==> src/rtl/trap_shaper_cfg.sv <==
// trap_shaper_cfg: runtime-configurable trapezoidal shaper with flush/warm-up and output saturation.
// Define TRAP_PEAK_DETECT_EN to add the peak_valid/peak_data peak detector.
module trap_shaper_cfg #(
  parameter int DATA_W = 12,
  parameter int OUT_W = 16,
  parameter int MAX_DELAY = 64,
  parameter int M_W = 10,
  parameter int ACC_W = 40,
  parameter int DEF_K = 16,
  parameter int DEF_L = 8,
  parameter int DEF_M = 0,
  parameter int DEF_SHIFT = 7
`ifdef TRAP_PEAK_DETECT_EN
  , parameter int PEAK_THR = 64
`endif
) (
  input  logic clk,
  input  logic reset,
  input  logic [DATA_W-1:0] in_data,
  input  logic in_valid,
  output logic in_ready,
  input  logic cfg_load,
  input  logic [$clog2(MAX_DELAY+1)-1:0] cfg_k,
  input  logic [$clog2(MAX_DELAY+1)-1:0] cfg_l,
  input  logic [M_W-1:0] cfg_m,
  input  logic [5:0] cfg_shift,
  output logic cfg_err,
  output logic busy,
  output logic signed [OUT_W-1:0] out_data,
  output logic out_valid
`ifdef TRAP_PEAK_DETECT_EN
  ,
  output logic peak_valid,
  output logic signed [OUT_W-1:0] peak_data
`endif
);
  localparam int KW = $clog2(MAX_DELAY+1);
  localparam int KW1 = KW + 1;
  localparam int AW = $clog2(MAX_DELAY);
  localparam logic signed [ACC_W-1:0] YMAX = ACC_W'((64'sd1 <<< (OUT_W-1)) - 1);
  localparam logic signed [ACC_W-1:0] YMIN = -YMAX - 1;
  typedef enum logic [1:0] {RUN, FLUSH, WARMUP} state_t;
  state_t state;
  logic [KW-1:0] k, l;
  logic [M_W-1:0] m;
  logic [5:0] shift;
  logic [KW:0] kl, cfg_kl, warm_cnt;
  logic [DATA_W-1:0] dl [MAX_DELAY];
  logic signed [ACC_W-1:0] x_e, xk, xl, xkl, m_e, a, b, d, p, md, r, s, y_sh;
  logic signed [OUT_W-1:0] y;
  logic [4:0] v, w;
  logic accept, cfg_ok, flush, fire;
  assign in_ready = !cfg_load && state != FLUSH;
  assign accept = in_valid && in_ready;
  assign busy = state != RUN;
  assign kl = {1'b0, k} + {1'b0, l};
  assign cfg_kl = {1'b0, cfg_k} + {1'b0, cfg_l};
  assign cfg_ok = cfg_l != '0 && cfg_l <= cfg_k && cfg_kl <= KW1'(MAX_DELAY) && cfg_shift <= 6'(ACC_W-1);
  assign flush = (cfg_load && cfg_ok) || state == FLUSH;
  // dl[j] holds x[n-1-j], so x[n-k] sits at index k-1
  assign x_e = ACC_W'(in_data);
  assign xk = ACC_W'(dl[AW'(k - 1'b1)]);
  assign xl = ACC_W'(dl[AW'(l - 1'b1)]);
  assign xkl = ACC_W'(dl[AW'(kl - 1'b1)]);
  assign m_e = ACC_W'(m);
  assign y_sh = s >>> shift;
  assign y = y_sh > YMAX ? OUT_W'(YMAX) : y_sh < YMIN ? OUT_W'(YMIN) : OUT_W'(y_sh);
  assign fire = v[4] && !w[4];
  always_ff @(posedge clk) begin
    if (reset) begin
      state <= RUN;
      k <= KW'(DEF_K);
      l <= KW'(DEF_L);
      m <= M_W'(DEF_M);
      shift <= 6'(DEF_SHIFT);
      warm_cnt <= '0;
      cfg_err <= 1'b0;
    end else begin
      cfg_err <= cfg_load && !cfg_ok;
      if (cfg_load && cfg_ok) begin
        k <= cfg_k;
        l <= cfg_l;
        m <= cfg_m;
        shift <= cfg_shift;
        state <= FLUSH;
      end else if (state == FLUSH) begin
        state <= WARMUP;
        warm_cnt <= '0;
      end else if (state == WARMUP && accept) begin
        warm_cnt <= warm_cnt + 1'b1;
        if (warm_cnt + 1'b1 == kl) state <= RUN;
      end
    end
  end
  // v/w tag each pipeline stage as carrying a real sample / a warm-up sample
  always_ff @(posedge clk) begin
    if (reset || flush) begin
      for (int i = 0; i < MAX_DELAY; i++) dl[i] <= '0;
      {a, b, d, p, md, r, s} <= '0;
      v <= '0;
      w <= '0;
      out_valid <= 1'b0;
      if (reset) out_data <= '0;
    end else begin
      if (accept) begin
        for (int i = MAX_DELAY-1; i > 0; i--) dl[i] <= dl[i-1];
        dl[0] <= in_data;
      end
      v <= {v[3:0], accept};
      w <= {w[3:0], state == WARMUP};
      a <= x_e - xk;
      b <= xl - xkl;
      d <= a - b;
      if (v[1]) p <= p + d;
      md <= d * m_e;
      r <= p + md;
      if (v[3]) s <= s + r;
      out_valid <= fire;
      if (fire) out_data <= y;
    end
  end
`ifdef TRAP_PEAK_DETECT_EN
  localparam logic signed [OUT_W-1:0] THR = OUT_W'(PEAK_THR);
  logic armed;
  logic signed [OUT_W-1:0] pk_max;
  always_ff @(posedge clk) begin
    if (reset || flush) begin
      armed <= 1'b0;
      pk_max <= '0;
      peak_valid <= 1'b0;
      peak_data <= '0;
    end else begin
      peak_valid <= 1'b0;
      if (fire && y > THR) begin
        armed <= 1'b1;
        pk_max <= (!armed || y > pk_max) ? y : pk_max;
      end else if (fire && armed) begin
        armed <= 1'b0;
        peak_valid <= 1'b1;
        peak_data <= pk_max;
      end
    end
  end
`endif
endmodule

==> config.mk <==
export PLATFORM = sky130hd
export DESIGN_NAME = trap_shaper_cfg
export DESIGN_NICKNAME = d
export VERILOG_FILES = /design/src/rtl/trap_shaper_cfg.sv
export SDC_FILE = /design/constraint.sdc
export NUM_CORES = 2
export LEC_CHECK = 0
export CAP_MARGIN = 20
export CORE_MARGIN = 2
export CORE_UTILIZATION = 59
export DETAILED_ROUTE_END_ITERATION = 10
export PLACE_DENSITY_LB_ADDON = 0.15
export SLEW_MARGIN = 20
export SYNTH_ARGS = -nofsm -noshare
export SYNTH_HDL_FRONTEND = slang
export SYNTH_SLANG_ARGS = --single-unit
==> constraint.sdc <==
create_clock -name clk -period 25 [get_ports clk]
set_input_delay 5 -clock clk [delete_from_list [all_inputs] [get_ports clk]]
set_output_delay 5 -clock clk [all_outputs]
set_load 0.02 [all_outputs]
==> flow_metrics.env <==
export IMPL_status="finished, final reports clean"
export IMPL_ir_drop_uv=69.2
export IMPL_worstReg2RegStart="l[0]"
export IMPL_root_buffer="clkbuf_16"
export IMPL_rsz0062_at_grt="no"
export IMPL_syn_area_sq_um=77000
export IMPL_fin_cells=7894
export IMPL_postSynthCellCount=6214
export IMPL_r2r_end="b[10]"
export IMPL_tns_ps=0
export IMPL_via_per_inst=6.39
export IMPL_tightestPinTransition_ps=1430
export IMPL_n_fill_cell=9915
export IMPL_drt_total_wl_mm=187
export IMPL_clock_latency_ps=760
export IMPL_r2r_slack_ps=16810
export IMPL_area_growth_pct=7.54
export IMPL_grt_pass1_wl_mm=297
export IMPL_gp_congestion=0.899
export IMPL_holdBufCountCts=0
export IMPL_avgSynthCellArea_sq_um=12.4
export IMPL_wire_per_inst_um=23.7
export IMPL_hold_depth=1
export IMPL_cts_resized=0
export IMPL_switching_share=0.315
export IMPL_startpoint="cfg_l[0]"
export IMPL_min_delay_start="w[4]"
export IMPL_place_inst=7673
export IMPL_ys_types=84
export IMPL_synth_seq_area_share=0.378
export IMPL_die_area_sq_um=133000
export IMPL_synth_top_cell_area_share=0.306
export IMPL_pwr_share_comb=0.247
export IMPL_placed_area_sq_um=79000
export IMPL_hold_viol_final=0
export IMPL_cts_setup_buffers=0
export IMPL_die_w_um=365
export IMPL_synth_most_common_cell="and2_1"
export IMPL_pre_cts_ws_ps=12590
export IMPL_min_period_ps=11780
export IMPL_max_freq_mhz=84.9
export IMPL_postLayoutSetupSlackWorst_ps=13220
export IMPL_synth_seq_cells=1062
export IMPL_path_clk_slew_ps=60
export IMPL_first_pass_iters=6
export IMPL_synthArstFlopShare=0
export IMPL_htree_levels=3
export IMPL_numCtsBuffers=117
export IMPL_hp_class="reg -> reg"
export IMPL_start_kind="input port"
export IMPL_holdWs_ps=431
export IMPL_vias=50500
export IMPL_r2r_cells=20
export IMPL_skew_ps=37.1
export IMPL_fin_area_sq_um=82800
export IMPL_final_max_slew_viol_count=0
export IMPL_cp_max_fo=172
export IMPL_arrival_ps=12130
export IMPL_critPathCapture="dl[3][8]"
export IMPL_overflow=0
export IMPL_power_internal_mw=3.67
export IMPL_synthTopCellsByArea="edfxtp_1, mux4_2, and2_1, fa_1, dfxtp_1"
export IMPL_clock_sinks=1062
export IMPL_grt_antenna_before_repair=5
export IMPL_synth_largest_area_cell="edfxtp_1"
export IMPL_power_switching_mw=1.69
export IMPL_worst_setup_path_type="in -> reg"
export IMPL_fin_nets=6641
export IMPL_io_buffers=65
export IMPL_synth_edff_count=784
export IMPL_core_area_sq_um=129000
export IMPL_drive_above_1_share=0.181
export IMPL_rows=132
export IMPL_setup_viol=0
export IMPL_synth_top_flop_cell="edfxtp_1"
export IMPL_start_util=0.594
export IMPL_grt_max_degree=316
export IMPL_first_global_vias=51000
export IMPL_p_per_area_nw_per_um2=64.8
export IMPL_grt_util_all_layers=0.286
export IMPL_seq_power_share=0.431
export IMPL_worst_setup_path_end_kind="flop"
export IMPL_power_share_clock=0.322
export IMPL_ios=66
export IMPL_die_y_um=365
export IMPL_required_ps=25350
export IMPL_hpwl_mm=122
export IMPL_drtIter0Drc=4490
export IMPL_drc=0
export IMPL_synth_common_cells="and2_1, edfxtp_1, mux4_2, inv_1, nand2_1"
export IMPL_min_period_over_period=0.471
export IMPL_cts_max_path_buffers=3
export IMPL_maxSlewHeadroom=0.0441
export IMPL_max_cap_violations=0
export IMPL_ant_nets=0
export IMPL_cts_tree="built"
export IMPL_syn_nets=6805
export IMPL_cellLeakagePower_nw=31.7
export IMPL_yosysWarnings=0
-- state kept, by name, summed over array words and instances, names as in the netlist --
signal / cells
warm_cnt: 8
b: 13
out_data: 16
l: 7
dl: 768
s: 40
out_valid: 1
md: 40
shift: 6
d: 40
w: 5
k: 7
p: 40
state: 2
m: 10
v: 5
cfg_err: 1
r: 40
a: 13
-- layout make-up --
type | count | area [sq um] | share of cell area
timing repair buffer | 136 | 1260 | 0.0152
tap | 1742 | 2180 | 0.0263
sequential | 1062 | 29100 | 0.352
clock inverter | 77 | 704 | 0.00851
inverter | 421 | 1580 | 0.0191
antenna | 3 | 7.51 | 0.0000907
clock buffer | 141 | 3100 | 0.0374
multi-input combinational | 4312 | 44800 | 0.541
-- critical path: stages --
cell and delay (ps):
clkdlybuf4s50_1 550, ha_1 200, inv_1 60, fa_1 390
o21bai_1 150, a21oi_1 110, xnor2_1 140, o211ai_1 120
a2111oi_0 430, a221oi_1 170, a211oi_4 340, nor2_4 90
nand2_8 630, buf_12 610, buf_4 920, buf_12 660
buf_4 900
-- layout by cell type (no fill, tap or decap), types with 17 or more instances in the layout --
master	count
clkbuf_1	17
a211oi_1	25
edfxtp_1	784
a21boi_0	18
xnor2_1	99
mux2i_1	122
o21bai_1	20
nand3_1	36
inv_1	417
xor2_1	82
nor3_1	63
clkinv_2	23
nor2b_1	29
a21oi_1	224
a31oi_1	22
buf_4	63
mux2_2	36
o211ai_1	21
nand4_1	25
nand2b_1	22
o21a_1	30
fa_1	280
dfxtp_1	267
o21ai_0	141
clkdlybuf4s50_1	64
mux4_2	767
nand2_1	360
nor2_1	349
clkinv_1	33
clkbuf_16	119
ha_1	261
a21o_1	82
and2_1	965
-- per-layer routing --
metal	GRT usage	up-vias	wire length, um
li1	-	22400	-
met1	0.412	25900	79000
met2	0.456	1821	89500
met3	0.0440	303	13200
met4	0.0838	4	5010
met5	0	-	30
-- worst min path at each step --
stage	to	slack [ps]
3_5_place_dp	out_valid	410
6_report	out_valid	430
3_3_place_gp	v[1]	410
5_1_grt	w[2]	440
4_1_cts	v[1]	430
2_1_floorplan	out_valid	380
-- kinds of logic after synthesis --
group                      Yosys count  share of synthesized area
AOI/OAI and AO/OA                  704                     0.0583
xor gates and xnor gates           193                     0.0220
adders and majority gates          545                      0.116
buffers and inverters              840                     0.0427
DFF                               1062                      0.378
muxes                              937                      0.250
and+or+nand+nor                   1933                      0.133
-- power by group through the flow --
stage	clock (mW)	combinational [mW]	sequential, mW
after detailed placement	0	1.31	2.34
after global placement	0	1.30	2.33
after floorplan	0	1.00	2.26
after CTS	1.76	1.32	2.31
after global routing	1.82	1.44	2.34
final	1.72	1.32	2.31
-- per-stage QoR --
stage,utilization,power [mW]
floorplan,-,3.26
global placement,0.610,3.63
detailed placement,0.610,3.66
CTS,0.639,5.39
global route,0.639,5.60
finish,0.639,5.36
(Power assumes the default switching activity.)
